$ cat src/rtl/pc_sequencer.sv
// pc_sequencer: registered fetch PC with sequential/branch/jump/jr/stall
// next-PC selection and a circular return-address stack with sticky flags.
module pc_sequencer #(
    parameter int unsigned       ADDR_W    = 32,
    parameter logic [ADDR_W-1:0] RESET_VEC = '0,
    parameter int unsigned       RAS_DEPTH = 4
) (
    input  logic              clk_i,
    input  logic              rst_ni,
    input  logic              stall_i,
    input  logic              branch_taken_i,
    input  logic [15:0]       branch_off_i,
    input  logic              jump_i,
    input  logic [25:0]       jump_idx_i,
    input  logic              jump_reg_i,
    input  logic [ADDR_W-1:0] jr_target_i,
    input  logic              link_i,
    input  logic              ret_i,
    output logic [ADDR_W-1:0] pc_o,
    output logic [ADDR_W-1:0] pc_plus4_o,
    output logic              ras_empty_o,
    output logic              ras_full_o,
    output logic [1:0]        ras_err_o,
    output logic              misalign_o
);
    localparam int unsigned PTR_W = (RAS_DEPTH > 1) ? $clog2(RAS_DEPTH) : 1;
    localparam int unsigned CNT_W = $clog2(RAS_DEPTH + 1);
    localparam logic [CNT_W-1:0]  DEPTH_C = CNT_W'(RAS_DEPTH);
    // Bits of the PC replaced by a J-type target ({jump_idx, 2'b00}).
    localparam logic [ADDR_W-1:0] JMP_MASK = ADDR_W'(28'hFFF_FFFF);

    logic [ADDR_W-1:0] pc_q, pc_d;
    logic [ADDR_W-1:0] ras_q [RAS_DEPTH];
    logic [PTR_W-1:0]  ptr_q, ptr_d;     // index of the top entry
    logic [CNT_W-1:0]  cnt_q, cnt_d;
    logic [1:0]        err_q, err_d;
    logic              mis_q, mis_d;

    logic [ADDR_W-1:0] pc_plus4, br_tgt, jmp_tgt, target;
    logic              push, pop, has_entry;
    logic              wr_en;
    logic [PTR_W-1:0]  wr_idx;

    assign pc_plus4  = pc_q + ADDR_W'(4);
    assign br_tgt    = pc_plus4 + {{(ADDR_W-18){branch_off_i[15]}}, branch_off_i, 2'b00};
    assign jmp_tgt   = (pc_plus4 & ~JMP_MASK) | ADDR_W'({jump_idx_i, 2'b00});
    // link/ret only mean something alongside the matching jump kind.
    assign push      = link_i & (jump_i | jump_reg_i);
    assign pop       = ret_i & jump_reg_i;
    assign has_entry = (cnt_q != '0);

    // Priority target select; ret falls back to jr_target on an empty stack.
    always_comb begin
        target = pc_plus4;
        if (jump_reg_i && ret_i)  target = has_entry ? ras_q[ptr_q] : jr_target_i;
        else if (jump_reg_i)      target = jr_target_i;
        else if (jump_i)          target = jmp_tgt;
        else if (branch_taken_i)  target = br_tgt;
    end

    // Next-state for PC, stack pointer/count and sticky flags; stall freezes all.
    always_comb begin
        pc_d   = pc_q;
        ptr_d  = ptr_q;
        cnt_d  = cnt_q;
        err_d  = err_q;
        mis_d  = mis_q;
        wr_en  = 1'b0;
        wr_idx = ptr_q;
        if (!stall_i) begin
            pc_d = {target[ADDR_W-1:2], 2'b00};
            if (target[1:0] != 2'b00) mis_d = 1'b1;
            if (push && pop) begin
                // jalr $ra: return through the top, then replace it with the new link.
                wr_en = 1'b1;
                if (!has_entry) begin
                    cnt_d    = CNT_W'(1);
                    err_d[1] = 1'b1;
                end
            end else if (push) begin
                // Pointer wrap makes a push when full overwrite the oldest entry.
                wr_en  = 1'b1;
                wr_idx = ptr_q + PTR_W'(1);
                ptr_d  = ptr_q + PTR_W'(1);
                if (cnt_q == DEPTH_C) err_d[0] = 1'b1;
                else                  cnt_d    = cnt_q + CNT_W'(1);
            end else if (pop) begin
                if (has_entry) begin
                    ptr_d = ptr_q - PTR_W'(1);
                    cnt_d = cnt_q - CNT_W'(1);
                end else begin
                    err_d[1] = 1'b1;
                end
            end
        end
    end

    // State registers, cleared asynchronously.
    always_ff @(posedge clk_i or negedge rst_ni) begin
        if (!rst_ni) begin
            pc_q  <= RESET_VEC;
            ptr_q <= '0;
            cnt_q <= '0;
            err_q <= '0;
            mis_q <= 1'b0;
            for (int i = 0; i < int'(RAS_DEPTH); i++) ras_q[i] <= '0;
        end else begin
            pc_q  <= pc_d;
            ptr_q <= ptr_d;
            cnt_q <= cnt_d;
            err_q <= err_d;
            mis_q <= mis_d;
            if (wr_en) ras_q[wr_idx] <= pc_plus4;
        end
    end

    assign pc_o        = pc_q;
    assign pc_plus4_o  = pc_plus4;
    assign ras_empty_o = (cnt_q == '0);
    assign ras_full_o  = (cnt_q == DEPTH_C);
    assign ras_err_o   = err_q;
    assign misalign_o  = mis_q;
endmodule

$ cat config.mk
export PLATFORM = sky130hd
export DESIGN_NAME = pc_sequencer
export DESIGN_NICKNAME = d
export VERILOG_FILES = /design/src/rtl/pc_sequencer.sv
export SDC_FILE = /design/constraint.sdc
export NUM_CORES = 1
export LEC_CHECK = 0
export BUFFER_PORTS_ARGS = -buffer_cell sky130_fd_sc_hd__buf_2
export CAP_MARGIN = 40
export CORE_MARGIN = 2
export CORE_UTILIZATION = 51
export CTS_BUF_LIST = sky130_fd_sc_hd__clkbuf_8
export CTS_CLUSTER_DIAMETER = 200
export DETAILED_ROUTE_END_ITERATION = 8
export PLACE_DENSITY = 0.82
export SLEW_MARGIN = 15
export SYNTH_ARGS = -nofsm -noshare
export SYNTH_HDL_FRONTEND = slang
export SYNTH_SLANG_ARGS = --single-unit
$ cat constraint.sdc
create_clock -name clk_i -period 4.8 [get_ports clk_i]
set_clock_uncertainty 0.05 [all_clocks]
set_input_delay 0.48 -clock clk_i [delete_from_list [all_inputs] [get_ports clk_i]]
set_output_delay 0.48 -clock clk_i [all_outputs]
set_load 0.005 [all_outputs]
### Word level (Yosys, flattened, before mapping)

Index checks and enable logic that the tools add are counted.

* bits in registers: 166
* input port bits: 82
* output and inout port bits: 69
* logic and storage cells: 77

* add/subtract/negate cells: 6
* magnitude comparators: 3
* equal/unequal tests: 4
* muxes and demuxes: 30
* bitwise operators: 8
* reduce and logical (&&, ||, !) cells: 16

Operator list (number)
* $mux 32: 8
* $bwmux 128: 1
* $bmux 32 s2: 1
* $demux 32 s2: 1
* $add 32x3->32 const B: 1
* $add 32x32->32: 1
* $or 32x28->32: 1
* $mux 3: 6
* $mux 2: 6
* $reduce_bool 3->1: 3
* $reduce_and 4->1: 2
* $reduce_bool 2->1: 4
* $mux 1: 7
* $ge 3x3->1 const B: 2
* $not 2->3: 2
* $reduce_and 5->1: 1
* $add 3x1->3 const B: 1
* $eq 3x3->1 const B: 1
* $logic_and 1x1->1: 3
* $logic_not 3->1: 1
* $lt 3x1->1 const B: 1
* $ne 3x2->1 const B: 1
* $reduce_and 3->1: 1
* $sub 3x1->3 const B: 1
* 8 further kinds: 10

### Logic depth before layout (Yosys ltp)

* depth in word-level cells: 11
* depth in mapped cells: 15
* depth with buffers taken out: 15

### Worst setup path before layout

Ideal clock, no wire load.

* path kind: flip-flop to flip-flop
* start point: register pc_q[2] (netlist: pc_o[2])
* end point: register pc_q[31] (netlist: pc_o[31])
* data arrival time: 4.093 ns
* required time: 4.619 ns
* slack: 0.526 ns
* cell stages (with the launch flop): 16
* path through: dfrtp_1 ha_1 nand4_1 or4_1 or3_1 xor2_1 inv_1 ha_1 clkbuf_1 a211oi_1 o21ai_0 a221o_1 or3_1 nor3_1 nor4_1 or3_1

* longest elaborated chain between the ends: 6

RTL lines
* start: declaration: RTL line 32 `logic [ADDR_W-1:0] pc_q, pc_d;`
* start signal: assignment: RTL line 108 `pc_q <= pc_d;`
* $add 32x3->32: RTL line 44 `assign pc_plus4 = pc_q + ADDR_W'(4);`
* net pc_plus4_o[24]: RTL line 20 `output logic [ADDR_W-1:0] pc_plus4_o,`
* $add 32x32->32: RTL line 45 `assign br_tgt = pc_plus4 + {{(ADDR_W-18){branch_off_i[15]}}, branch_off_i, 2'b00};`
* $mux 32: RTL line 58 `else if (branch_taken_i) target = br_tgt;`
* $mux 32: RTL line 57 `else if (jump_i) target = jmp_tgt;`
* $mux 32: RTL line 56 `else if (jump_reg_i) target = jr_target_i;`
* $mux 32: RTL line 55 `if (jump_reg_i && ret_i) target = has_entry ? ras_q[ptr_q] : jr_target_i;`

The timed path passes the listed nets, and every way through them passes these cells.
A chain may end at the register's enable or synchronous reset.

### Worst setup path in the final report

* start point: register pc_q[3] (netlist: pc_o[3])
* end point: register pc_q[31] (netlist: pc_o[31])

* longest elaborated chain between the ends: 6

RTL lines (RTL line)
* $add 32x3->32 (*): 44
* $add 32x32->32: 45
* $mux 32: 58
* $mux 32 (*): 57
* $mux 32 (*): 56
* $mux 32 (*): 55

Mark *: on every way between the ends. The rest lies on a longest branch, timed or not.

==> impl_metrics.py <==
metrics = {
    "place": {
        "place.gp.congestion": 0.9396,
        "pre_cts_ws_ps": 387.6,
        "port_buffers": 146,
        "hpwl_mm": 24.11,
    },
    "setup_path": {
        "cp-startpoint": "pc_o[3]",
        "reg2reg_depth": 14,
        "worstPathMaxFanout": 8,
        "reg2reg_from": "pc_o[3]",
        "crit_arrival_ps": 4770,
        "worstSetupStartpointType": "flop",
        "worstSetupEndpointType": "flop",
        "cp.required_ps": 5110,
        "reg2reg_to": "pc_o[31]",
        "crit_path_end": "pc_o[31]",
        "crit_type": "flop to flop",
        "regToRegSetupSlack_ps": 340,
    },
    "sta": {
        "fin_ws_ps": 340.2,
        "tns_ps": 0,
        "timing.final.crit_period_ps": 4460,
        "worstMarginPinSlew_ps": 821.3,
        "grt_setup_unrepaired": "false",
        "relSlewSlack": 0.4482,
        "max_clock_freq_ghz": 0.2242,
        "slew_viol_final": 0,
        "hold_violations": 0,
        "setup_viol": 0,
        "fin_crit_sh": 0.9291,
    },
    "drt": {
        "drt_iter0_drc": 985,
        "vias": 9911,
        "wire_per_inst_um": 19.95,
        "antenna_left": 0,
        "routed_wl_mm": 31.96,
        "viasPerCell": 6.187,
        "drc": 0,
        "detail_route.first_pass.iterations": 5,
    },
    "min_path": {
        "hold_class": "primary input to flop",
    },
    "synthesis": {
        "synth_flop_cell": "dfrtp_1",
        "syn_avg_cell_area_um2": 8.617,
        "yosysWarnings": 0,
        "ys_types": 68,
        "synthArstFlopShare": 1.000,
        "synth_edf_count": 0,
        "synth_top_area_cell": "dfrtp_1",
        "synth_top_area_frac": 0.3882,
        "synth_seq_cells": 158,
        "synth_area_um2": 10180,
        "yosys-top-cells-area": "dfrtp_1, nand2_1, o21ai_0",
        "synth_cells": 1182,
        "ys_seq_area_frac": 0.3882,
    },
    "global_route": {
        "grt_max_degree": 70,
        "grt_pass1_wl_mm": 50.76,
        "gr-total-overflow": 0,
        "antenna_found_initial": 0,
        "track_usage": 0.3023,
        "grt_pass1_vias": 9538,
    },
    "cts": {
        "cts_root_buf": "clkbuf_8",
        "cts_tree": "built",
        "cts_setup_buffers": 0,
        "htree_levels": 4,
        "clockBufferDepth": 2,
        "clock_latency_ps": 470,
        "path_clk_slew_ps": 100,
        "cts_made_buffers": 17,
        "cts.sinks": 158,
        "cts.repair.resized": 0,
    },
    "finish": {
        "layout_commonest_cell": "nand2_1",
        "utilization": 0.6030,
        "final_nets": 1444,
        "syn_to_final_growth_pct": 15.60,
        "antenna_cells": 0,
        "final_cell_mix": "nand2_1, dfrtp_1, buf_2",
        "drive_above_1_share": 0.2042,
    },
    "die": {
        "die_w_um": 145.3,
        "die_h_um": 145.3,
        "ios": 151,
        "core_um2": 19530,
        "rows": 51,
        "initial_core_util": 0.5216,
        "die_area_um2": 21120,
    },
    "pwr": {
        "p_per_area_nw_per_um2": 549.4,
        "peakVddDrop_v": 0.0002039,
        "leakage_nw": 5.385,
    },
    "run_status": {
        "status": "complete, no violations",
    },
    "job": {
        "drv_cap": 0,
    },
}
worst max-delay path: stages, from the launching register on:
cell and delay (ps):
dfrtp_1 420, ha_1 250, nand4_1 160, or4_1 630
or3_1 390, xor2_1 190, inv_1 100, ha_1 390
a211oi_1 310, o21ai_0 140, a221o_1 340, or3_1 310
nor3_1 210, nor4_1 90, or3_1 350
through the flow:
stage               cells  instance area, um^2  hold WS, ps  total power (W)
global placement     1569                11350        395.8         0.005255
CTS                  1602                11770        244.6         0.006411
finish               1602                11770        261.0         0.006468
detailed placement   1569                11350        408.3         0.005364
floorplan            1185                10200        134.4         0.004317
global route         1602                11770        298.9         0.006892
worst min path at each step:
stage / startpoint / slack [ps] / endpoint / depth (start not counted)
after floorplan: rst_ni / 130 / cnt_q[0] / 0
after global placement: ras_err_o[0] / 400 / ras_err_o[0] / 1
after detailed placement: ras_err_o[1] / 410 / ras_err_o[1] / 1
after CTS: jr_target_i[1] / 240 / misalign_o / 3
after global routing: jr_target_i[1] / 300 / misalign_o / 3
final: jr_target_i[1] / 260 / misalign_o / 3
repair_timing:
action	in CTS	in global routing
hold buffers	1	0
setup endpoints to repair	0	0
hold endpoints to repair	67	0
final cells by class:
cell class                      count  area (um^2)
Clock inverter                     15        175.2
Inverter                           55        206.4
Sequential cell                   158         3955
Tap cell                          265        331.6
Timing Repair Buffer              189         1075
Clock buffer                       17        234.0
Fill cell                        1690         7752
Multi-Input combinational cell    903         5797
synth_stat cells (5+ instances only):
master and count:
a211oi_1 10, a21o_1 13, a21oi_1 100, a221o_1 5, a31oi_1 12, and2_1 8, and3_1 9, and4_1 5
buf_1 9, clkbuf_1 54, dfrtp_1 158, ha_1 36, inv_1 55, mux2_2 9, mux2i_1 9, mux4_2 30
nand2_1 212, nand3_1 28, nand4_1 20, nor2_1 76, nor3_1 20, nor4_1 6, o211ai_1 6, o21ai_0 143
o221ai_1 9, o31ai_1 8, or3_1 10, xnor2_1 22, xor2_1 19
registers in the layout, indices dropped and copies added, names as in the netlist:
signal	cells
cnt_q	3
misalign_o	1
pc_o	30
ptr_q	2
ras_err_o	2
ras_q	120
per-layer routing:
metal,track usage,up-vias,share of wire
met5,0,-,0
met2,0.4746,573,0.46
li1,-,4534,-
met1,0.4056,4709,0.40
met4,0.1363,0,0.044
met3,0.06415,95,0.092
cell families (layout without fill, tap and decap cells):
kind of cell | Yosys count | after routing | share of synthesized area
AO/OA/AOI/OAI | 362 | 362 | 0.2166
XOR/XNOR | 42 | 42 | 0.03686
adder cells (fa/ha/maj) | 38 | 38 | 0.04816
buffers and inverters | 124 | 276 | 0.04742
flip-flops | 158 | 158 | 0.3882
multiplexers | 48 | 48 | 0.08514
other | 1 | 4 | 0.0003682
AND/OR/NAND/NOR | 409 | 409 | 0.1773
power by group:
part	internal [W]	leakage [nW]	total, W	switching, W
Combinational	0.00135	3.25	0.00308	0.00173
Clock	0.000481	0.204	0.00104	0.000559
Sequential	0.00190	1.93	0.00235	0.000449
Note: power is estimated with default switching activity, not from simulation.
